### src/rtl/fpu_result_fifo_if.sv
// fpu_result_fifo_if: handshake and data bundle around the FPU result FIFO.
//   Upstream  : Req_SI / Ack_SO with Result_DI, Flags_DI, Tag_DI
//   Writeback : Valid_SO / Ready_SI with Result_DO, Flags_DO, Tag_DO
//   Status    : Count_SO (fill level), Sticky_SO {IV,IX,UF,OF}, ClrSticky_SI
// Modport slave is the FIFO side; master is the environment driving it.
interface fpu_result_fifo_if #(
    parameter int DEPTH     = 4,
    parameter int TAG_WIDTH = 7
);
    logic                       Req_SI;
    logic                       Ack_SO;
    logic [31:0]                Result_DI;
    logic [8:0]                 Flags_DI;
    logic [TAG_WIDTH-1:0]       Tag_DI;
    logic                       Valid_SO;
    logic                       Ready_SI;
    logic [31:0]                Result_DO;
    logic [8:0]                 Flags_DO;
    logic [TAG_WIDTH-1:0]       Tag_DO;
    logic [$clog2(DEPTH):0]     Count_SO;
    logic [3:0]                 Sticky_SO;
    logic                       ClrSticky_SI;

    modport slave (
        input  Req_SI, Result_DI, Flags_DI, Tag_DI, Ready_SI, ClrSticky_SI,
        output Ack_SO, Valid_SO, Result_DO, Flags_DO, Tag_DO, Count_SO, Sticky_SO
    );

    modport master (
        output Req_SI, Result_DI, Flags_DI, Tag_DI, Ready_SI, ClrSticky_SI,
        input  Ack_SO, Valid_SO, Result_DO, Flags_DO, Tag_DO, Count_SO, Sticky_SO
    );
endinterface

### src/rtl/fpu_result_fifo.sv
// fpu_result_fifo: small FIFO buffering FPU result beats toward writeback,
// with sticky IEEE exception flags for the fcsr.
//   Clk_CI : clock, all state on rising edge
//   Rst_RI : asynchronous active-high reset
//   bus    : fpu_result_fifo_if.slave (push side, pop side, count, sticky)
// Ack_SO/Valid_SO depend only on registered state, so there is no
// combinational path from Req_SI or Ready_SI to either handshake output.
module fpu_result_fifo #(
    parameter int DEPTH     = 4,
    parameter int TAG_WIDTH = 7
) (
    input  logic               Clk_CI,
    input  logic               Rst_RI,
    fpu_result_fifo_if.slave   bus
);
    localparam int PW = $clog2(DEPTH);
    localparam int CW = PW + 1;

    typedef struct packed {
        logic [31:0]          result;
        logic [8:0]           flags;
        logic [TAG_WIDTH-1:0] tag;
    } entry_t;

    entry_t          mem_q [DEPTH];
    logic [PW-1:0]   wptr_q, rptr_q;
    logic [CW-1:0]   cnt_q, cnt_d;
    logic [3:0]      sticky_q, sticky_d;
    logic            push, pop;
    entry_t          head;

    assign bus.Ack_SO   = (cnt_q != CW'(DEPTH));
    assign bus.Valid_SO = (cnt_q != '0);
    assign push         = bus.Req_SI & bus.Ack_SO;
    assign pop          = bus.Valid_SO & bus.Ready_SI;

    assign head          = mem_q[rptr_q];
    assign bus.Result_DO = head.result;
    assign bus.Flags_DO  = head.flags;
    assign bus.Tag_DO    = head.tag;
    assign bus.Count_SO  = cnt_q;
    assign bus.Sticky_SO = sticky_q;

    always_comb begin
        cnt_d = cnt_q;
        unique case ({push, pop})
            2'b10:   cnt_d = cnt_q + CW'(1);
            2'b01:   cnt_d = cnt_q - CW'(1);
            default: cnt_d = cnt_q;
        endcase
        // Clear drops the old accumulation but a same-cycle push still lands.
        sticky_d = bus.ClrSticky_SI ? 4'b0 : sticky_q;
        if (push)
            sticky_d = sticky_d | {bus.Flags_DI[6], bus.Flags_DI[5],
                                   bus.Flags_DI[1], bus.Flags_DI[0]};
    end

    always_ff @(posedge Clk_CI or posedge Rst_RI) begin
        if (Rst_RI) begin
            for (int i = 0; i < DEPTH; i++) mem_q[i] <= '0;
            wptr_q   <= '0;
            rptr_q   <= '0;
            cnt_q    <= '0;
            sticky_q <= '0;
        end else begin
            if (push) begin
                mem_q[wptr_q].result <= bus.Result_DI;
                mem_q[wptr_q].flags  <= bus.Flags_DI;
                mem_q[wptr_q].tag    <= bus.Tag_DI;
                wptr_q               <= wptr_q + PW'(1);
            end
            if (pop) rptr_q <= rptr_q + PW'(1);
            cnt_q    <= cnt_d;
            sticky_q <= sticky_d;
        end
    end
endmodule
### src/flat_wrapper.sv
// flat-port wrapper written by rule: the top's interface ports become plain ports
module fpu_result_fifo_flat 
#(
    parameter int DEPTH     = 4,
    parameter int TAG_WIDTH = 7
)
  (Clk_CI, Rst_RI, bus_Req_SI, bus_Result_DI, bus_Flags_DI, bus_Tag_DI, bus_Ready_SI, bus_ClrSticky_SI, bus_Ack_SO, bus_Valid_SO, bus_Result_DO, bus_Flags_DO, bus_Tag_DO, bus_Count_SO, bus_Sticky_SO);
  fpu_result_fifo_if #(.DEPTH(DEPTH), .TAG_WIDTH(TAG_WIDTH)) bus_i ();
  input  logic Clk_CI;
  input  logic Rst_RI;
  input wire logic [$bits(bus_i.Req_SI)-1:0] bus_Req_SI;
  input wire logic [$bits(bus_i.Result_DI)-1:0] bus_Result_DI;
  input wire logic [$bits(bus_i.Flags_DI)-1:0] bus_Flags_DI;
  input wire logic [$bits(bus_i.Tag_DI)-1:0] bus_Tag_DI;
  input wire logic [$bits(bus_i.Ready_SI)-1:0] bus_Ready_SI;
  input wire logic [$bits(bus_i.ClrSticky_SI)-1:0] bus_ClrSticky_SI;
  output wire logic [$bits(bus_i.Ack_SO)-1:0] bus_Ack_SO;
  output wire logic [$bits(bus_i.Valid_SO)-1:0] bus_Valid_SO;
  output wire logic [$bits(bus_i.Result_DO)-1:0] bus_Result_DO;
  output wire logic [$bits(bus_i.Flags_DO)-1:0] bus_Flags_DO;
  output wire logic [$bits(bus_i.Tag_DO)-1:0] bus_Tag_DO;
  output wire logic [$bits(bus_i.Count_SO)-1:0] bus_Count_SO;
  output wire logic [$bits(bus_i.Sticky_SO)-1:0] bus_Sticky_SO;
  assign bus_i.Req_SI = bus_Req_SI;
  assign bus_i.Result_DI = bus_Result_DI;
  assign bus_i.Flags_DI = bus_Flags_DI;
  assign bus_i.Tag_DI = bus_Tag_DI;
  assign bus_i.Ready_SI = bus_Ready_SI;
  assign bus_i.ClrSticky_SI = bus_ClrSticky_SI;
  assign bus_Ack_SO = bus_i.Ack_SO;
  assign bus_Valid_SO = bus_i.Valid_SO;
  assign bus_Result_DO = bus_i.Result_DO;
  assign bus_Flags_DO = bus_i.Flags_DO;
  assign bus_Tag_DO = bus_i.Tag_DO;
  assign bus_Count_SO = bus_i.Count_SO;
  assign bus_Sticky_SO = bus_i.Sticky_SO;
  fpu_result_fifo #(.DEPTH(DEPTH), .TAG_WIDTH(TAG_WIDTH)) u_core (.Clk_CI(Clk_CI), .Rst_RI(Rst_RI), .bus(bus_i));
endmodule
### config.mk
export PLATFORM = sky130hd
export DESIGN_NAME = fpu_result_fifo_flat
export DESIGN_NICKNAME = d
export VERILOG_FILES = /design/src/rtl/fpu_result_fifo_if.sv /design/src/rtl/fpu_result_fifo.sv /design/src/flat_wrapper.sv
export SDC_FILE = /design/constraint.sdc
export NUM_CORES = 1
export LEC_CHECK = 0
export BUFFER_PORTS_ARGS = -buffer_cell sky130_fd_sc_hd__buf_2
export CORE_ASPECT_RATIO = 0.8
export CORE_MARGIN = 2
export CORE_UTILIZATION = 40
export CTS_CLUSTER_DIAMETER = 60
export DETAILED_ROUTE_END_ITERATION = 8
export PLACE_DENSITY = 0.57
export SKIP_LAST_GASP = 1
export SLEW_MARGIN = 25
export SYNTH_ARGS = -nofsm -noshare
export SYNTH_HDL_FRONTEND = slang
export SYNTH_SLANG_ARGS = --single-unit
### constraint.sdc
create_clock -name Clk_CI -period 6.9 [get_ports Clk_CI]
set_clock_uncertainty 0.05 [all_clocks]
set_input_delay 1.035 -clock Clk_CI [delete_from_list [all_inputs] [get_ports Clk_CI]]
set_output_delay 1.035 -clock Clk_CI [all_outputs]
set_load 0.03 [all_outputs]
# After elaboration in Yosys (flattened, before gate mapping)
# Cells that the tools add are included.
# word_totals
register_bits	203
inputBits	53
out_inout_bits	57
# op_classes
addsub	4
magnitude_cmp	3
n_eq_ne	3
n_mux	15
bitwise_logic	5
reduce_logical	3
# op_table
operator	count
bitwise mux 192 bit	3
demux 48 bit (select 2 bit)	3
two-way mux 48 bit	3
binary-select mux 48 bit (select 2 bit)	1
two-way mux 16 bit	1
two-way mux 4 bit	2
two-way mux 7 bit	1
greater-or-equal comparator 3 bit (second input constant)	2
NOT 2 -> 3 bit	2
case mux 3 bit (2 select lines)	1
adder 2 x 1 -> 2 bit (second input constant)	2
OR 4 bit	1
adder 3 x 1 -> 3 bit (second input constant)	1
< comparator 3 x 1 -> 1 bit (second input constant)	1
inequality test 3 bit (second input constant)	1
nonzero test 3 bit	1
subtractor 3 x 1 -> 3 bit (second input constant)	1
AND 1 bit	2
equality test 2 x 1 -> 1 bit (second input constant)	1
equality test 2 bit (second input constant)	1
nonzero test 2 bit	1
logical AND 1 bit	1

# Longest topological paths before layout
# Gate-level depths: netlist of run 1.
# depth
word_depth	8
depth_mapped	10
mapped_depth_nobuf	9

# Worst setup path after synthesis of run 1
# OpenSTA, ideal clock, no wires.
# synth_path
kind	register to output
from	register u_core.rptr_q[1]
to	output bus_Result_DO[14]
arrival_ps	1549
t_required_ps	5815
slack_ps	4266
stages_incl_launch_ff	5
n_path_buf	3
cell_sequence	dfrtp_1 -> clkbuf_1 -> buf_4 -> buf_2 -> mux4_2
# synth_via
elab_chain_len	4
# synth_lines
element	line	text
start, declared	fpu_result_fifo.sv:26	logic [PW-1:0] wptr_q, rptr_q;
start signal, assigned	fpu_result_fifo.sv:72	if (pop) rptr_q <= rptr_q + PW'(1);
NOT 2 -> 3 bit (implied by the code)	fpu_result_fifo.sv:37	assign head = mem_q[rptr_q];
binary-select mux 48 bit (select 2 bit)	fpu_result_fifo.sv:37	
two-way mux 48 bit (implied by the code) (2 in a row)	fpu_result_fifo.sv:37	
end, declared	flat_wrapper.sv:19	output wire logic [$bits(bus_i.Result_DO)-1:0] bus_Result_DO;
# No other way between the ends. The select of a mux whose other input is x is not followed.

# Final worst setup path of run 1
# layout_path
from	register u_core.rptr_q[1]
to	output bus_Tag_DO[3]
# layout_via
elab_chain_len	4
# layout_lines
element	line	text
NOT 2 -> 3 bit (implied by the code)	fpu_result_fifo.sv:37	
binary-select mux 48 bit (select 2 bit)	fpu_result_fifo.sv:37	
two-way mux 48 bit (implied by the code) (2 in a row)	fpu_result_fifo.sv:37	
end, declared	flat_wrapper.sv:21	output wire logic [$bits(bus_i.Tag_DO)-1:0] bus_Tag_DO;
# No other way between the ends. The select of a mux whose other input is x is not followed.

==> metrics.txt, run 1 <==
status completed; via density per instance 5.281; min-delay worst type flop to flop; Core Rows 48; TritonCTS clock tree built; RePlAce Congestion 0.7546; Pwr per Cell Area 576.6 nW/um2; DIE AREA 23320 um2; period utilization 0.4959; Num CTS Buffers 22; Max Cap Viol 0; post-CTS sizing 0; Final Instance Count excl. Fillers 914; share of cells above drive strength 1 0.6207; grt ovf 0; Clock transition at path regs 60 ps; Vias 4827; final hold viol count 0; Slew @ Worst Pin 848.7 ps; largest net degree at the start of global routing 122; initial antenna violation count 1; RSZ-0062 raised after global routing false; DR WL/cell 20.68 um; CTS Hold Bufs 0; Initial Util 0.4089; f_max 292.3 MHz; Avg Cell Area, Syn 17.10 um2; post-DP HPWL 11.84 mm; Yosys top cell area share 0.5746; Total Nets Final 683; cell taking the most area after synthesis dfrtp_1; NetSw 0.002212 W; setup bufs post-CTS 0; final WL 18.91 mm; top cells by area, synth dfrtp_1 (57%), mux2_2 (25%), mux4_2 (12%), buf_2 (1.2%), buf_6 (1.0%); 1st-pass router iterations 4; register area share after synthesis 0.5746; drt drc 0; Synth Instances 517; Critical Path RT 5810 ps; Crit Path Max Fanout 30; Synth warnings 0; DRT antenna net count 0; cell area after technology mapping 8841 um2; most frequent cells in the layout dfrtp_1 (201), mux2_2 (193), buf_2 (109), mux4_2 (48), clkbuf_16 (22); clk sinks 203; H-Tree Depth 1; Clock power frac 0.182; Die Y 137.0 um; CTS root buf clkbuf_16; WS Path Type flop to output pin; commonest non-fill, non-tap cell in the layout dfrtp_1; GRT Total Usage 0.1704; total negative setup slack 0 ps; Finish-stage setup viols 0; global-route wire length before repair 30.50 mm; FF-to-FF setup slack 4190 ps; Longest Clk Path Bufs 3; final-report max-slew violation count 0; Sw Ratio 0.3722; leakage 4.415 nW; internal power 0.003731 W; slew margin rel. 0.4342; Setup crit start kind flop; PortBufs 109; Syn Nets 576; fin crit period 3422 ps; logic gate share of total power 0.456; Clock Latency Late Sink 480 ps; WHS 450.8 ps; critical path capture point type output pin; Synth Register Bits 203; dpl cells 875; Area Growth Syn to Fin 16.59%; vias in the first global route 5433; core area 21620 um2; Arr. time, crit path 2340 ps; die width 170.2 um; IO Pins 110; register share of total power 0.361; post-synth cell types 20; DRT iter0 DRCs 146; Worst VDD drop 0.2797 mV
## stage by stage
stage | util | worst slack, ps | power [W] | cell area (um2)
after floorplan | - | 275.9 | 0.004219 | 8841
after global placement | 0.4442 | 3754 | 0.004816 | 9603
after detailed placement | 0.4454 | 3836 | 0.004933 | 9630
after CTS | 0.4764 | 3413 | 0.006042 | 10300
after global routing | 0.4766 | 3353 | 0.006310 | 10300
final | 0.4767 | 3478 | 0.005943 | 10310
## layer usage
layer  up-vias  track usage  wire [um]
met3        29      0.03123        807
met4         2      0.03751        305
li1       2130            -          -
met5         -            0         13
met2       102       0.2870       9302
met1      2564       0.2324       8475
## kinds of logic after synthesis
| group | share of synthesized area |
|---|---|
| and+or+nand+nor | 0.007785 |
| adders and majority gates | 0.009341 |
| muxes | 0.3692 |
| DFF | 0.5746 |
| buffers and inverters | 0.02816 |
| AOI/OAI and AO/OA | 0.004953 |
| xor gates and xnor gates | 0.005945 |
## cell usage after synthesis
cell      count
fa_1          1
mux2i_1       1
mux4_2       48
clkbuf_1      2
nor2_1        5
nand2_1       5
nor2b_1       1
buf_6         8
xor2_1        3
xnor2_1       3
a22o_1        4
or3_1         1
ha_1          5
buf_2        22
nor3b_4       1
buf_4         1
inv_1         9
mux2_2      193
o31a_1        1
dfrtp_1     203
## registers in the layout, summed over array words and instances, names as in the netlist
name                  count
u_core.bus.Count_SO       3
u_core.bus.Sticky_SO      4
u_core.mem_q            192
u_core.rptr_q             2
u_core.wptr_q             2
## worst max-delay path: stages (launching register included)
cell	delay, ps
dfrtp_4	720
buf_16	310
mux4_2	590
buf_2	210
## path summary, 6_finish.rpt
kind / start / end / cells after the start
max: u_core.rptr_q[1]$_DFFE_PP0P_ / bus_Tag_DO[3] / 3
min: u_core.mem_q[105]$_DFFE_PP0P_ / u_core.mem_q[105]$_DFFE_PP0P_ / 1
max reg2reg: u_core.bus.Count_SO[0]$_DFFE_PP0P_ / u_core.bus.Count_SO[2]$_DFFE_PP0P_ / 9
min reg2reg: u_core.mem_q[105]$_DFFE_PP0P_ / u_core.mem_q[105]$_DFFE_PP0P_ / 1
max in group asynchronous: Rst_RI / u_core.mem_q[48]$_DFFE_PP0P_ / 3
min in group asynchronous: Rst_RI / u_core.mem_q[180]$_DFFE_PP0P_ / 2
## power groups by stage
stage          clock [W]  sequential, W  combinational [W]
2_1_floorplan          0        0.00204            0.00217
3_3_place_gp           0        0.00219            0.00263
3_5_place_dp           0        0.00217            0.00276
4_1_cts          0.00112        0.00215            0.00276
5_1_grt          0.00118        0.00223            0.00290
6_report         0.00108        0.00215            0.00271
## area by class of cell
| cell class | count | area [um2] |
|---|---|---|
| repair buffers | 116 | 621.8 |
| fillers | 1873 | 11310 |
| diodes | 1 | 2.502 |
| clock inverters | 6 | 52.55 |
| multi-input cells | 272 | 3542 |
| well taps | 275 | 344.1 |
| clock buffers | 32 | 618.1 |
| flip-flops and latches | 203 | 5085 |
| inverters | 9 | 41.29 |
Note: power is estimated with default switching activity, not from simulation.
==> inputs of run 2 (changes only) <==
==> constraint.sdc (replaced) <==
create_clock -name Clk_CI -period 2.95 [get_ports Clk_CI]
set_clock_uncertainty 0.05 [all_clocks]
set_input_delay 0.4425 -clock Clk_CI [delete_from_list [all_inputs] [get_ports Clk_CI]]
set_output_delay 0.4425 -clock Clk_CI [all_outputs]
set_load 0.03 [all_outputs]
==> metrics.txt, run 2 (same netlist as run 1, synthesis figures left out) <==
DRT iter0 DRCs 205; WHS 24.18 ps; Total Nets Final 693; Cell Chain, Critical Path buf_12, mux4_2, buf_2; FF-to-FF setup slack 590 ps; Core Rows 48; min-delay worst type input pin to asynchronous set/reset pin; slew margin rel. 0.4998; RSZ-0062 raised after global routing false; Sw Ratio 0.3610; Largest Register u_core.mem_q; H-Tree Depth 1; register share of total power 0.349; vias in the first global route 5410; Worst VDD drop 0.6339 mV; finished layout cell area 10570 um2; multi-input combinational cell area 3542 um2; post-DP HPWL 12.16 mm; DRT antenna net count 0; f_max 373.1 MHz; Reg-to-Reg End u_core.bus.Count_SO[2]$_DFFE_PP0P_; Clock Latency Late Sink 490 ps; RePlAce Congestion 0.7523; final WL 18.79 mm; Final Instance Count excl. Fillers 925; fin crit period 2680 ps; met1 Use GR 0.2260; Max Cap Viol 0; global-route wire length before repair 30.29 mm; via density per instance 5.257; NetSw 0.005217 W; Area Growth Syn to Fin 19.57%; ANT cells 0; Finish-stage setup viols 0; TritonCTS clock tree built; drt drc 0; sequential cell area 5085 um2; Vias 4863; total negative setup slack 0 ps; internal power 0.009234 W; share of cells above drive strength 1 0.6308; clk sinks 203; setup bufs post-CTS 0; Clock power frac 0.207; placed instance area 9762 um2; Initial Util 0.4089; r2r startpoint u_core.bus.Count_SO[0]$_DFFE_PP0P_; Critical Path RT 2460 ps; GRT busiest layer met2; met3 GRT Util 0.04020; max reg flops 192; post-CTS sizing 0; Die Y 137.0 um; core area 21620 um2; largest net degree at the start of global routing 63; final-report max-slew violation count 0; WS Path Type flop to output pin; Crit Path Max Fanout 21; Clock transition at path regs 60 ps; grt ovf 0; PortBufs 109; final hold viol count 0; status completed; most frequent cells in the layout dfrtp_1 (201), mux2_2 (193), buf_2 (109), mux4_2 (48), clkbuf_16 (23); CTS root buf clkbuf_16; 1st-pass router iterations 6; cell family with most CP delay flip-flops; die width 170.2 um; CP max stage cell dfrtp_4; Arr. time, crit path 2190 ps; Fill cells 1888; CTS Hold Bufs 0; DR WL/cell 20.31 um; DIE AREA 23320 um2; fin util 0.4889; period utilization 0.9086; CP max stage delay 650 ps; dpl cells 884; logic gate share of total power 0.444; Num CTS Buffers 23; commonest non-fill, non-tap cell in the layout dfrtp_1; IO Pins 110; critical path capture point type output pin; Setup crit start kind flop; leakage 4.543 nW; Slew @ Worst Pin 748.8 ps; initial antenna violation count 1; GRT met2 Usage 0.2787; Reg2Reg Depth 9; Worst Path Buf+Inv 2; Longest Clk Path Bufs 3; Pwr per Cell Area 1367 nW/um2; GRT Total Usage 0.1671
## run 2: worst max-delay path by stage
stage,endpoint,slack [ps],startpoint,cells after the start
floorplan,u_core.bus.Count_SO[0]$_DFFE_PP0P_,-170,Rst_RI,1
global placement,u_core.bus.Count_SO[2]$_DFFE_PP0P_,710,u_core.bus.Count_SO[0]$_DFFE_PP0P_,9
detailed placement,u_core.bus.Count_SO[2]$_DFFE_PP0P_,590,u_core.bus.Count_SO[1]$_DFFE_PP0P_,9
CTS,bus_Result_DO[17],210,u_core.rptr_q[1]$_DFFE_PP0P_,3
global route,bus_Result_DO[17],170,u_core.rptr_q[1]$_DFFE_PP0P_,3
finish,bus_Result_DO[17],270,u_core.rptr_q[1]$_DFFE_PP0P_,3
## run 2: area by class of cell
type                            count  area share
Sequential cell                   203      0.4810
Multi-Input combinational cell    272      0.3351
Timing Repair Buffer              125     0.07125
Clock buffer                       32     0.06143
Tap cell                          275     0.03255
Clock inverter                      9     0.01515
Inverter                            9    0.003551
## run 2: worst reg2reg max path: cells and delay by family (launching register included)
family / cells / cell delay, ps
flip-flops: 1 / 460
AND/OR/NAND/NOR: 3 / 800
buffers and inverters: 2 / 150
XOR/XNOR: 2 / 300
adder cells (fa/ha/maj): 2 / 540
## run 2: power by group through the flow
stage	registers, W	clock network [W]	logic (W)
after floorplan	0.00478	0	0.00509
after global placement	0.00497	0	0.00640
after detailed placement	0.00510	0	0.00654
after CTS	0.00506	0.00310	0.00655
after global routing	0.00524	0.00321	0.00683
final	0.00504	0.00300	0.00642
## run 2: stage by stage
| step | power, W | setup WS (ps) |
|---|---|---|
| 2_1_floorplan | 0.009869 | -172.8 |
| 3_3_place_gp | 0.01137 | 707.7 |
| 3_5_place_dp | 0.01164 | 587.2 |
| 4_1_cts | 0.01471 | 205.1 |
| 5_1_grt | 0.01528 | 169.7 |
| 6_report | 0.01445 | 269.6 |
## run 2: per-layer routing
metal	vias to the layer above	routed length, um
met3	26	929
met1	2597	8567
li1	2143	-
met2	95	8972
met4	2	303
met5	-	13
